**config.mk**
```make
export PLATFORM = sky130hd
export DESIGN_NAME = adc_frame_capture
export DESIGN_NICKNAME = d
export VERILOG_FILES = /design/src/rtl/gecko_acq_pkg.sv /design/src/rtl/adc_avg_acc.sv /design/src/rtl/adc_frame_capture.sv
export SDC_FILE = /design/constraint.sdc
export NUM_CORES = 1
export LEC_CHECK = 0
export BUFFER_PORTS_ARGS = -buffer_cell sky130_fd_sc_hd__buf_2
export CELL_PAD_IN_SITES_DETAIL_PLACEMENT = 1
export CELL_PAD_IN_SITES_GLOBAL_PLACEMENT = 1
export CORE_ASPECT_RATIO = 1.5
export CORE_MARGIN = 10
export CORE_UTILIZATION = 47
export CTS_CLUSTER_SIZE = 10
export DETAILED_ROUTE_END_ITERATION = 8
export PLACE_DENSITY_LB_ADDON = 0.1
export SYNTH_ARGS = -nofsm -noshare
export SYNTH_HDL_FRONTEND = slang
export SYNTH_HIERARCHICAL = 1
export SYNTH_SLANG_ARGS = --single-unit
```
**constraint.sdc**
```tcl
create_clock -name adc_clk -period 6.9 [get_ports adc_clk]
set_clock_uncertainty 0.15 [all_clocks]
set_input_delay 0.345 -clock adc_clk [delete_from_list [all_inputs] [get_ports adc_clk]]
set_output_delay 0.345 -clock adc_clk [all_outputs]
set_load 0.005 [all_outputs]
```
**src/rtl/gecko_acq_pkg.sv**
```systemverilog
// Shared types and constants for the triggered ADC frame capture path.
package gecko_acq_pkg;

  typedef enum logic [1:0] {
    IDLE,
    DELAY,
    ACQ,
    DONE
  } acq_state_t;

  localparam int unsigned SAMPLE_W       = 12;
  localparam int unsigned MAX_DECIM_LOG2 = 4;
  localparam int unsigned ACC_W          = SAMPLE_W + MAX_DECIM_LOG2;

  // Output word: two 16-bit lanes, each {pad, average}.
  localparam int unsigned LANE_W = 16;
  localparam int unsigned WORD_W = 2 * LANE_W;
  localparam logic [LANE_W-SAMPLE_W-1:0] LANE_PAD = '0;

  // Averaging depth beyond 2^MAX_DECIM_LOG2 would overflow the accumulator.
  function automatic logic [2:0] clamp_decim(input logic [2:0] k);
    return (k > 3'(MAX_DECIM_LOG2)) ? 3'(MAX_DECIM_LOG2) : k;
  endfunction

endpackage

```
**src/rtl/adc_avg_acc.sv**
```systemverilog
// Box-car accumulator for one channel; sample counter is owned by the parent.
module adc_avg_acc
  import gecko_acq_pkg::*;
#(
  parameter int unsigned DATA_W    = SAMPLE_W,
  parameter int unsigned ACC_WIDTH = ACC_W
) (
  input  logic              clk,
  input  logic              rst,
  input  logic              en,
  input  logic [2:0]        k,
  input  logic [3:0]        samp_cnt,
  input  logic [DATA_W-1:0] sample,
  output logic [DATA_W-1:0] avg,
  output logic              done
);

  logic [ACC_WIDTH-1:0] acc;
  logic [ACC_WIDTH-1:0] sum;
  logic                 last;

  // Running sum including this cycle's sample, and end-of-word detection.
  always_comb begin
    sum  = acc + ACC_WIDTH'(sample);
    last = ({1'b0, samp_cnt} == ((5'd1 << k) - 5'd1));
    avg  = DATA_W'(sum >> k);
    done = en && last;
  end

  // Restart on the word boundary so the next sample begins a fresh sum.
  always_ff @(posedge clk) begin
    if (rst || !en || last) acc <= '0;
    else                    acc <= sum;
  end

endmodule

```
**src/rtl/adc_frame_capture.sv**
```systemverilog
// Triggered two-channel frame capture into a ping-pong readout buffer.
module adc_frame_capture
  import gecko_acq_pkg::*;
#(
  parameter int unsigned DATA_W = SAMPLE_W,
  parameter int unsigned ADDR_W = 9
) (
  input  logic              adc_clk,
  input  logic              rst,
  input  logic              i_trig,
  input  logic [15:0]       i_delay,
  input  logic [2:0]        i_decim_log2,
  input  logic [ADDR_W:0]   i_len,
  input  logic [DATA_W-1:0] i_adc_data_0,
  input  logic [DATA_W-1:0] i_adc_data_1,
  input  logic              i_ack,
  input  logic              i_ack_bank,
  input  logic              i_clr_ovr,
  output logic              o_wr_en,
  output logic [ADDR_W:0]   o_wr_addr,
  output logic [31:0]       o_wr_data,
  output logic              o_irq,
  output logic              o_half,
  output logic              o_busy,
  output logic              o_overrun
);

  localparam logic [ADDR_W:0] FULL_LEN = {1'b1, {ADDR_W{1'b0}}};

  acq_state_t        state;
  logic              trig_q;
  logic              trig_edge;
  logic [DATA_W-1:0] s0;
  logic [DATA_W-1:0] s1;
  logic [15:0]       delay_cnt;
  logic [2:0]        k_lat;
  logic [ADDR_W:0]   len_lat;
  logic [ADDR_W:0]   len_eff;
  logic [ADDR_W:0]   word_idx;
  logic [3:0]        samp_cnt;
  logic              wr_bank;
  logic [1:0]        full;
  logic              acq_en;
  logic [DATA_W-1:0] avg0;
  logic [DATA_W-1:0] avg1;
  logic              done0;
  logic              done1;
  logic              word_done;

  // Trigger edge, frame length clamp and accumulator enable.
  always_comb begin
    trig_edge = i_trig && !trig_q;
    len_eff   = (i_len == '0 || i_len > FULL_LEN) ? FULL_LEN : i_len;
    acq_en    = (state == ACQ);
    // Both lanes share the sample counter, so their strobes always coincide.
    word_done = done0 && done1;
  end

  // Sample and trigger input registers.
  always_ff @(posedge adc_clk) begin
    if (rst) begin
      trig_q <= 1'b0;
      s0     <= '0;
      s1     <= '0;
    end else begin
      trig_q <= i_trig;
      s0     <= i_adc_data_0;
      s1     <= i_adc_data_1;
    end
  end

  adc_avg_acc #(
    .DATA_W    (DATA_W),
    .ACC_WIDTH (DATA_W + MAX_DECIM_LOG2)
  ) u_acc0 (
    .clk      (adc_clk),
    .rst      (rst),
    .en       (acq_en),
    .k        (k_lat),
    .samp_cnt (samp_cnt),
    .sample   (s0),
    .avg      (avg0),
    .done     (done0)
  );

  adc_avg_acc #(
    .DATA_W    (DATA_W),
    .ACC_WIDTH (DATA_W + MAX_DECIM_LOG2)
  ) u_acc1 (
    .clk      (adc_clk),
    .rst      (rst),
    .en       (acq_en),
    .k        (k_lat),
    .samp_cnt (samp_cnt),
    .sample   (s1),
    .avg      (avg1),
    .done     (done1)
  );

  // Frame FSM, bank bookkeeping and registered buffer-side outputs.
  always_ff @(posedge adc_clk) begin
    if (rst) begin
      state     <= IDLE;
      delay_cnt <= '0;
      k_lat     <= '0;
      len_lat   <= '0;
      word_idx  <= '0;
      samp_cnt  <= '0;
      wr_bank   <= 1'b0;
      full      <= 2'b00;
      o_wr_en   <= 1'b0;
      o_wr_addr <= '0;
      o_wr_data <= '0;
      o_irq     <= 1'b0;
      o_half    <= 1'b0;
      o_busy    <= 1'b0;
      o_overrun <= 1'b0;
    end else begin
      o_irq   <= 1'b0;
      o_wr_en <= word_done;
      if (word_done) begin
        o_wr_addr <= {wr_bank, word_idx[ADDR_W-1:0]};
        o_wr_data <= {LANE_PAD, avg1, LANE_PAD, avg0};
      end
      // Ack clears first so a DONE on the same bank in the same cycle wins.
      if (i_ack) full[i_ack_bank] <= 1'b0;
      if (i_clr_ovr) o_overrun <= 1'b0;

      unique case (state)
        IDLE: begin
          if (trig_edge) begin
            if (full[wr_bank]) begin
              o_overrun <= 1'b1;
            end else begin
              k_lat     <= clamp_decim(i_decim_log2);
              len_lat   <= len_eff;
              delay_cnt <= i_delay;
              word_idx  <= '0;
              samp_cnt  <= '0;
              o_busy    <= 1'b1;
              state     <= (i_delay == 16'd0) ? ACQ : DELAY;
            end
          end
        end
        DELAY: begin
          // Loaded with D; D cycles are spent here before ACQ.
          if (delay_cnt == 16'd1) state <= ACQ;
          else                    delay_cnt <= delay_cnt - 16'd1;
        end
        ACQ: begin
          if (word_done) samp_cnt <= '0;
          else           samp_cnt <= samp_cnt + 4'd1;
          if (word_done) begin
            word_idx <= word_idx + 1'b1;
            if (word_idx + 1'b1 == len_lat) state <= DONE;
          end
        end
        DONE: begin
          full[wr_bank] <= 1'b1;
          o_half        <= wr_bank;
          o_irq         <= 1'b1;
          wr_bank       <= ~wr_bank;
          o_busy        <= 1'b0;
          state         <= IDLE;
        end
        default: state <= IDLE;
      endcase
    end
  end

endmodule

```
==> out/qor.yml, run 1 <==
seq_area_frac_synth_pct: 33.5
post-route-cell-area_mm2: 0.00991
setup_viol_count_final: 0
top_level_ports: 106
result_of_the_run: "finished, final reports clean"
routabilityCongestion: 0.847
drt_iter0_drc: 379
post-place-ws_ns: 2.89
cts.clk_slew.worst_paths_ns: 0.06
dp_cell_count: 1341
finalHoldViolations: 0
met3WireLength_um: 593
worst_r2r_startpoint: "k_lat[0]$_SDFFE_PP0P_"
hp-start: "i_adc_data_1[10]"
number_of_inserted_filler_cells_in_the_final_layout: 2259
hpwlAfterDp_mm: 18.2
drt-pass1-iter-count: 5
postLayoutSetupSlackWorst_ns: 2.79
finish.net_count: 1259
yosysWarningCount: 6
topRoutingLayerUsed: "met4"
maximum_number_of_pins_on_one_net_before_global_route_repair: 62
max_cap_viol_count: 0
grt_util_all_layers_pct: 20.9
layoutNonFillerInstCount: 1394
synth_area_per_cell_um2: 7.95
cp.required_ns: 7.07
fraction_of_synthesis_flops_using_an_asynchronous_set_or_reset_pin_pct: 0
htree_num_levels: 4
worstSkewPairLatency_ns: 0.42
route.detailed.vias_per_inst: 5.80
wl_per_cell_um: 17.9
globalRoute.totalOverflow: 0
post-route-period-util_pct: 59.6
fmaxAchievable_ghz: 0.243
synth_cell_type_count: 90
power.ir.vdd_worst_mv: 0.178
floorplan.die.width_um: 130
whs_ns: 0.00820
rsz_0062_raised_after_global_routing: "false"
die_area_mm2: 0.0242
end_kind: "register"
design.core.area_mm2: 0.0179
cellPowerDensity_mw_per_mm2: 266
met2_wire_length_mm: 13.7
clock_sink_count: 144
totalWireLength_mm: 25.0
num_vias: 8080
setup_total_negative_slack_ns: 0
critical_path_peak_fanout: 41
ctsHoldBuffers: 21
worstSetupStartpointType: "register"
ys_dominant_reg_cell: "sky130_fd_sc_hd__dfxtp_1"
floorplan.rows: 60
route.detailed.drc: 0
fin_crit_ns: 4.11
min_path_type: "input port to register"
antenna_found_initial: 0
post_route_cells_drive_above_1_share_pct: 16.1
power.static_leakage_nw: 3.99
clock_tree.root_cell: "sky130_fd_sc_hd__clkbuf_16"
finalMaxSlewViolations: 0
worstPathArrival_ns: 4.28
insertedDiodeCount: 0
clockBufferDepth: 2
postSynthRegisterBits: 144
areaGrowthSynthToFinish_pct: 15.2
m1WireLength_mm: 10.1
floorplan.initialDensity_pct: 47.9
syn-instance-count: 1082
die_height_um: 186
slew_headroom_pct: 38.8
cts_setup_buffers: 0
worst_slew_pin_slew_ns: 0.907
grt_pass1_vias: 8482
antenna_violating_nets_post_route: 0
post_synth_instance_area_mm2: 0.00860
portBuffers: 97
critPathLaunch: "k_lat[0]$_SDFFE_PP0P_"
cts.repair.resized: 0
synth_edf_count: 0
worst-setup-path-type: "register to register"
tritoncts: "done"
numCtsBuffers: 17
dpl-instance-area_mm2: 0.00913
grt_pass1_wl_mm: 41.6
## per-layer routing
layer  vias up  global-route usage [%]
li1       3982                       -
met1      3970                    22.4
met2        95                    39.4
met3        33                    3.67
met4         0                    7.85
met5         -                       0
## path summary, 6_finish.rpt
| path | end | slack, ns | cells after the start |
|---|---|---|---|
| worst min register to register | o_wr_addr[8]$_SDFFE_PP0P_ | 0.30 | 2 |
| worst min-delay path | s1[10]$_SDFF_PP0_ | 0.008 | 2 |
| worst max register to register | word_idx[3]$_SDFFE_PP0P_ | 2.79 | 16 |
| worst max-delay path | word_idx[3]$_SDFFE_PP0P_ | 2.79 | 16 |
## critical path: stages, from the launching register on
cell and delay [ns]:
sky130_fd_sc_hd__dfxtp_1 0.31, sky130_fd_sc_hd__buf_4 0.38, sky130_fd_sc_hd__clkinv_1 0.59, sky130_fd_sc_hd__nor2_1 0.30
sky130_fd_sc_hd__nand2_1 0.10, sky130_fd_sc_hd__ha_1 0.28, sky130_fd_sc_hd__o311a_1 0.36, sky130_fd_sc_hd__o21ai_0 0.20
sky130_fd_sc_hd__o31a_1 0.17, sky130_fd_sc_hd__nor3_1 0.05, sky130_fd_sc_hd__and2_1 0.17, sky130_fd_sc_hd__nand2_1 0.08
sky130_fd_sc_hd__nand2_1 0.11, sky130_fd_sc_hd__a21oi_1 0.45, sky130_fd_sc_hd__a21oi_1 0.07, sky130_fd_sc_hd__nand2b_1 0.16
sky130_fd_sc_hd__o31ai_1 0.08
## sequential cells by signal (all words and copies together) (netlist names), 2 cells and up
| signal | flops |
|---|---|
| delay_cnt | 16 |
| s0 | 12 |
| o_wr_addr | 10 |
| word_idx | 10 |
| full | 2 |
| k_lat | 3 |
| u_acc1/acc | 16 |
| samp_cnt | 4 |
| len_lat | 10 |
| state | 2 |
| o_wr_data | 24 |
| s1 | 12 |
| u_acc0/acc | 16 |
## Yosys cell counts (4+ instances only)
cell | instances | area share (%)
sky130_fd_sc_hd__a211oi_1 | 19 | 1.7
sky130_fd_sc_hd__a211oi_2 | 5 | 0.73
sky130_fd_sc_hd__a21o_1 | 15 | 1.3
sky130_fd_sc_hd__a21oi_1 | 94 | 5.5
sky130_fd_sc_hd__a22oi_1 | 9 | 0.79
sky130_fd_sc_hd__a31oi_1 | 6 | 0.44
sky130_fd_sc_hd__and2_1 | 4 | 0.29
sky130_fd_sc_hd__and3_1 | 7 | 0.51
sky130_fd_sc_hd__buf_1 | 8 | 0.35
sky130_fd_sc_hd__buf_2 | 9 | 0.52
sky130_fd_sc_hd__buf_4 | 8 | 0.70
sky130_fd_sc_hd__clkbuf_1 | 43 | 1.9
sky130_fd_sc_hd__dfxtp_1 | 144 | 34
sky130_fd_sc_hd__ha_1 | 34 | 4.9
sky130_fd_sc_hd__inv_1 | 29 | 1.3
sky130_fd_sc_hd__mux2_2 | 10 | 1.3
sky130_fd_sc_hd__mux2i_1 | 22 | 2.6
sky130_fd_sc_hd__nand2_1 | 158 | 6.9
sky130_fd_sc_hd__nand2b_1 | 16 | 1.2
sky130_fd_sc_hd__nand3_1 | 25 | 1.5
sky130_fd_sc_hd__nand3b_1 | 11 | 0.96
sky130_fd_sc_hd__nand4_1 | 8 | 0.58
sky130_fd_sc_hd__nor2_1 | 95 | 4.1
sky130_fd_sc_hd__nor2b_1 | 30 | 2.2
sky130_fd_sc_hd__nor3_1 | 26 | 1.5
sky130_fd_sc_hd__nor4_1 | 9 | 0.65
sky130_fd_sc_hd__o211ai_1 | 11 | 0.96
sky130_fd_sc_hd__o21a_1 | 4 | 0.35
sky130_fd_sc_hd__o21ai_0 | 54 | 3.1
sky130_fd_sc_hd__o21ai_1 | 8 | 0.47
sky130_fd_sc_hd__o22ai_1 | 9 | 0.65
sky130_fd_sc_hd__o31ai_1 | 11 | 0.96
sky130_fd_sc_hd__or2_2 | 4 | 0.29
sky130_fd_sc_hd__or3_1 | 9 | 0.65
sky130_fd_sc_hd__xnor2_1 | 27 | 2.8
sky130_fd_sc_hd__xor2_1 | 13 | 1.3
## logic make-up (layout without fill, tap and decap cells)
| logic type | after synthesis | in the layout | synth area share, % |
|---|---|---|---|
| XOR/XNOR | 42 | 42 | 4.45 |
| adder cells (fa/ha/maj) | 36 | 36 | 5.41 |
| other | 1 | 8 | 0.0436 |
| AO/OA/AOI/OAI | 294 | 294 | 22.7 |
| AND/OR/NAND/NOR | 426 | 426 | 24.0 |
| buffers and inverters | 102 | 190 | 5.02 |
| multiplexers | 37 | 37 | 4.92 |
| flip-flops | 144 | 144 | 33.5 |
## report_power, final
group	switching, mW	leakage (nW)	total [mW]	internal (mW)
logic	0.483	2.55	0.786	0.303
registers	0.0605	1.17	0.961	0.901
clock network	0.388	0.266	0.887	0.499
## cell type report
| class | count | area, um^2 | share of cell area, % |
|---|---|---|---|
| Clock buffer | 17 | 425 | 4.29 |
| Clock inverter | 15 | 136 | 1.38 |
| Inverter | 33 | 124 | 1.25 |
| Multi-Input combinational cell | 843 | 5320 | 53.7 |
| Sequential cell | 144 | 2880 | 29.1 |
| Tap cell | 217 | 272 | 2.74 |
| Timing Repair Buffer | 125 | 751 | 7.58 |
## placed cells by master (no fill, tap or decap), types with 9 or more instances in the layout
master and instances:
sky130_fd_sc_hd__xor2_1 13, sky130_fd_sc_hd__o211ai_1 11, sky130_fd_sc_hd__buf_2 96, sky130_fd_sc_hd__ha_1 34
sky130_fd_sc_hd__or3_1 9, sky130_fd_sc_hd__o21ai_0 54, sky130_fd_sc_hd__dfxtp_1 144, sky130_fd_sc_hd__inv_1 29
sky130_fd_sc_hd__nand2_1 158, sky130_fd_sc_hd__o31ai_1 11, sky130_fd_sc_hd__nor2_1 95, sky130_fd_sc_hd__nor2b_1 30
sky130_fd_sc_hd__a211oi_1 18, sky130_fd_sc_hd__a21oi_1 94, sky130_fd_sc_hd__mux2_2 10, sky130_fd_sc_hd__nor3_1 26
sky130_fd_sc_hd__a22oi_1 9, sky130_fd_sc_hd__nand3_1 25, sky130_fd_sc_hd__nor4_1 9, sky130_fd_sc_hd__clkbuf_16 17
sky130_fd_sc_hd__o22ai_1 9, sky130_fd_sc_hd__mux2i_1 22, sky130_fd_sc_hd__dlygate4sd3_1 21, sky130_fd_sc_hd__a21o_1 15
sky130_fd_sc_hd__xnor2_1 27, sky130_fd_sc_hd__nand2b_1 16, sky130_fd_sc_hd__nand3b_1 11
## per-stage QoR
step | utilization (%) | power [mW]
4_1_cts | 55.2 | 2.65
2_1_floorplan | - | 1.57
3_5_place_dp | 50.9 | 1.75
3_3_place_gp | 50.9 | 1.73
6_report | 55.2 | 2.63
5_1_grt | 55.2 | 2.80
(Power assumes the default switching activity.)
==> inputs of run 2 (changes only) <==
ABC_AREA = 1   (was default)
CORE_UTILIZATION = 38   (was 47)
clock period = 3.5 ns   (was 6.9 ns; I/O delays follow)
==> out/qor.yml, run 2 <==
result_of_the_run: "finished, final reports clean"
post-route-cell-area_mm2: 0.0108
number_of_inserted_filler_cells_in_the_final_layout: 3065
synth.top_cells.by_count: "sky130_fd_sc_hd__nand2_1, sky130_fd_sc_hd__nand3_1, sky130_fd_sc_hd__nor2_1, sky130_fd_sc_hd__inv_1, sky130_fd_sc_hd__dfxtp_1"
netlist_top_cells_area: "sky130_fd_sc_hd__dfxtp_1, sky130_fd_sc_hd__nand2_1, sky130_fd_sc_hd__nand3_1, sky130_fd_sc_hd__nor2_1, sky130_fd_sc_hd__inv_1"
max_cap_viol_count: 0
synth_cell_type_count: 48
num_vias: 9031
hp-start: "rst"
antenna_found_initial: 0
finalMaxSlewViolations: 0
power_report.internal_total_mw: 3.66
worst_r2r_startpoint: "k_lat[1]$_SDFFE_PP0P_"
antenna_violating_nets_post_route: 0
drt-pass1-iter-count: 4
maximum_number_of_pins_on_one_net_before_global_route_repair: 31
worstSetupStartpointType: "register"
dpl-instance-area_mm2: 0.00966
yosysWarningCount: 6
power.static_leakage_nw: 5.22
endpoint: "o_wr_addr[0]$_SDFFE_PP0P_"
critPathLaunch: "k_lat[1]$_SDFFE_PP0P_"
portBuffers: 97
critical_path_peak_fanout: 30
insertedDiodeCount: 0
critical_path.reg2reg.endpoint: "o_wr_addr[0]$_SDFFE_PP0P_"
mostFrequentLayoutCell: "sky130_fd_sc_hd__nand2_1"
rsz_0062_raised_after_global_routing: "false"
crit_path_cell_trace: "buf_4 -> nor2_4 -> nand2_1 -> ha_1 -> xor2_1 -> o211a_1 -> nand4_1 -> nor2_1 -> nand2_1 -> inv_2 -> buf_4 -> o21ai_0 -> a21oi_1"
routabilityCongestion: 0.831
worstPathArrival_ns: 3.11
comb_power_share_pct: 32.6
setup_total_negative_slack_ns: 0
htree_num_levels: 4
fraction_of_synthesis_flops_using_an_asynchronous_set_or_reset_pin_pct: 0
yosys.area.top_type: "sky130_fd_sc_hd__dfxtp_1"
grt_pass1_vias: 9609
fmaxAchievable_ghz: 0.345
final_cell_mix: "sky130_fd_sc_hd__nand2_1, sky130_fd_sc_hd__nand3_1, sky130_fd_sc_hd__nor2_1, sky130_fd_sc_hd__inv_1, sky130_fd_sc_hd__dfxtp_1"
die_area_mm2: 0.0302
power.ir.vdd_worst_mv: 0.394
areaGrowthSynthToFinish_pct: 21.4
cp.required_ns: 3.71
route.detailed.drc: 0
cp_num_cells: 13
clock_sink_count: 144
tritoncts: "done"
cts_setup_buffers: 0
post_synth_instance_area_mm2: 0.00893
clock_power_share_pct: 33.6
fin_crit_ns: 2.90
wl_per_cell_um: 14.7
postSynthRegisterBits: 144
critical-path-slowest-cell: "sky130_fd_sc_hd__dfxtp_1"
slew_headroom_pct: 64.4
clock_tree.root_cell: "sky130_fd_sc_hd__clkbuf_16"
hpwlAfterDp_mm: 20.8
grt_pass1_wl_mm: 45.6
top_level_ports: 106
pwr-share-seq_pct: 33.9
cts.clk_slew.worst_paths_ns: 0.07
synth_area_per_cell_um2: 6.55
floorplan.initialDensity_pct: 38.7
biggest_register: "o_wr_data"
worst-setup-path-type: "register to register"
numCtsBuffers: 17
finish.net_count: 1600
switching_power_mw: 2.17
post_route_cells_drive_above_1_share_pct: 15.2
die_height_um: 208
worstSkewPairLatency_ns: 0.43
floorplan.die.width_um: 145
globalRoute.totalOverflow: 0
setup_viol_count_final: 0
design.core.area_mm2: 0.0231
multi_input_comb_area_mm2: 0.00516
totalWireLength_mm: 26.9
largest_register_ffs: 24
syn-instance-count: 1363
floorplan.rows: 68
ys_dominant_reg_cell: "sky130_fd_sc_hd__dfxtp_1"
seq_area_frac_synth_pct: 32.3
post-route-period-util_pct: 82.9
worst_slew_pin_slew_ns: 0.531
finalHoldViolations: 0
worstRegToRegCells: 13
clockBufferDepth: 2
layout.area.seq_mm2: 0.00288
critPathMaxStageDelay_ns: 0.38
worst-r2r-setup-slack_ns: 0.60
share_of_total_power_consumed_by_net_switching_pct: 37.2
route.detailed.vias_per_inst: 4.93
end_kind: "register"
synth_largest_type_area_fraction_pct: 32.3
min_path_type: "input port to register"
cellPowerDensity_mw_per_mm2: 537
layoutNonFillerInstCount: 1833
critical_path.n_buffers_inverters: 3
drt_iter0_drc: 325
yosysMostFrequentCell: "sky130_fd_sc_hd__nand2_1"
grt_util_all_layers_pct: 17.8
synth_edf_count: 0
dp_cell_count: 1744
cp_top_family: "buffers and inverters"
-- run 2: cell count changes after synthesis, moves of 15 or more --
cell	delta
sky130_fd_sc_hd__nor2b_1	-30
sky130_fd_sc_hd__nand2b_1	-16
sky130_fd_sc_hd__inv_1	+132
sky130_fd_sc_hd__a21o_1	-15
sky130_fd_sc_hd__nor2_2	+27
sky130_fd_sc_hd__nand2_1	+144
sky130_fd_sc_hd__nand3_1	+150
sky130_fd_sc_hd__nor2_1	+78
sky130_fd_sc_hd__mux2i_1	-22
sky130_fd_sc_hd__nand2_2	+18
sky130_fd_sc_hd__nor3_1	-19
sky130_fd_sc_hd__clkbuf_1	-21
sky130_fd_sc_hd__xnor2_1	-17
sky130_fd_sc_hd__a21oi_1	-31
-- run 2: how the worst min path moves through the flow --
stage | depth (start not counted) | slack [ns] | to
after floorplan | 2 | 0.13 | s0[0]$_SDFF_PP0_
after global placement | 3 | 0.23 | s0[10]$_SDFF_PP0_
after detailed placement | 3 | 0.24 | s1[0]$_SDFF_PP0_
after CTS | 5 | 0.03 | delay_cnt[3]$_SDFFE_PP0P_
after global routing | 2 | 0.06 | s0[3]$_SDFF_PP0_
final | 2 | 0.05 | s0[3]$_SDFF_PP0_
-- run 2: stage by stage --
stage               hold WS [ns]  util, %  setup WS [ns]  total power, mW
floorplan                  0.132        -          0.780             3.43
global placement           0.225     41.9          0.667             3.82
detailed placement         0.238     41.9          0.571             3.87
CTS                       0.0330     47.0          0.539             5.91
global route              0.0567     47.0          0.284             6.26
finish                    0.0490     47.0          0.598             5.83
-- run 2: final cells by class --
cell class | count | area share, %
well taps | 315 | 3.63
clock buffers | 17 | 3.92
repair buffers | 166 | 10.6
clock inverters | 15 | 1.81
inverters | 170 | 5.88
multi-input cells | 1006 | 47.6
flip-flops and latches | 144 | 26.6
-- run 2: per-layer routing --
layer | GRT usage, % | vias to the layer above | part of all wire [%]
met4 | 5.65 | 0 | 1.8
met2 | 34.2 | 106 | 53
met1 | 19.1 | 4238 | 43
met5 | 0 | - | 0
met3 | 3.12 | 28 | 2.5
li1 | - | 4659 | -
-- run 2: logic make-up (layout without fill, tap and decap cells) --
kind of cell	Yosys count	after routing	share of synthesized area, %
AOI/OAI and AO/OA	175	175	11.1
buffers and inverters	220	368	10.2
DFF	144	144	32.3
xor gates and xnor gates	26	26	2.72
other	1	8	0.0420
adders and majority gates	36	36	5.21
and+or+nand+nor	761	761	38.4
-- run 2: power by group through the flow --
stage / sequential, mW / clock (mW) / combinational, mW
5_1_grt: 2.00 / 2.08 / 2.18
3_5_place_dp: 2.01 / 0 / 1.85
2_1_floorplan: 1.97 / 0 / 1.46
4_1_cts: 1.98 / 2.01 / 1.92
3_3_place_gp: 2.01 / 0 / 1.81
6_report: 1.97 / 1.96 / 1.90
-- run 2: repair_timing --
action                    4_1_cts  5_1_grt
hold buffers                   57        0
hold endpoints to repair       54        0
resized for setup               0        0
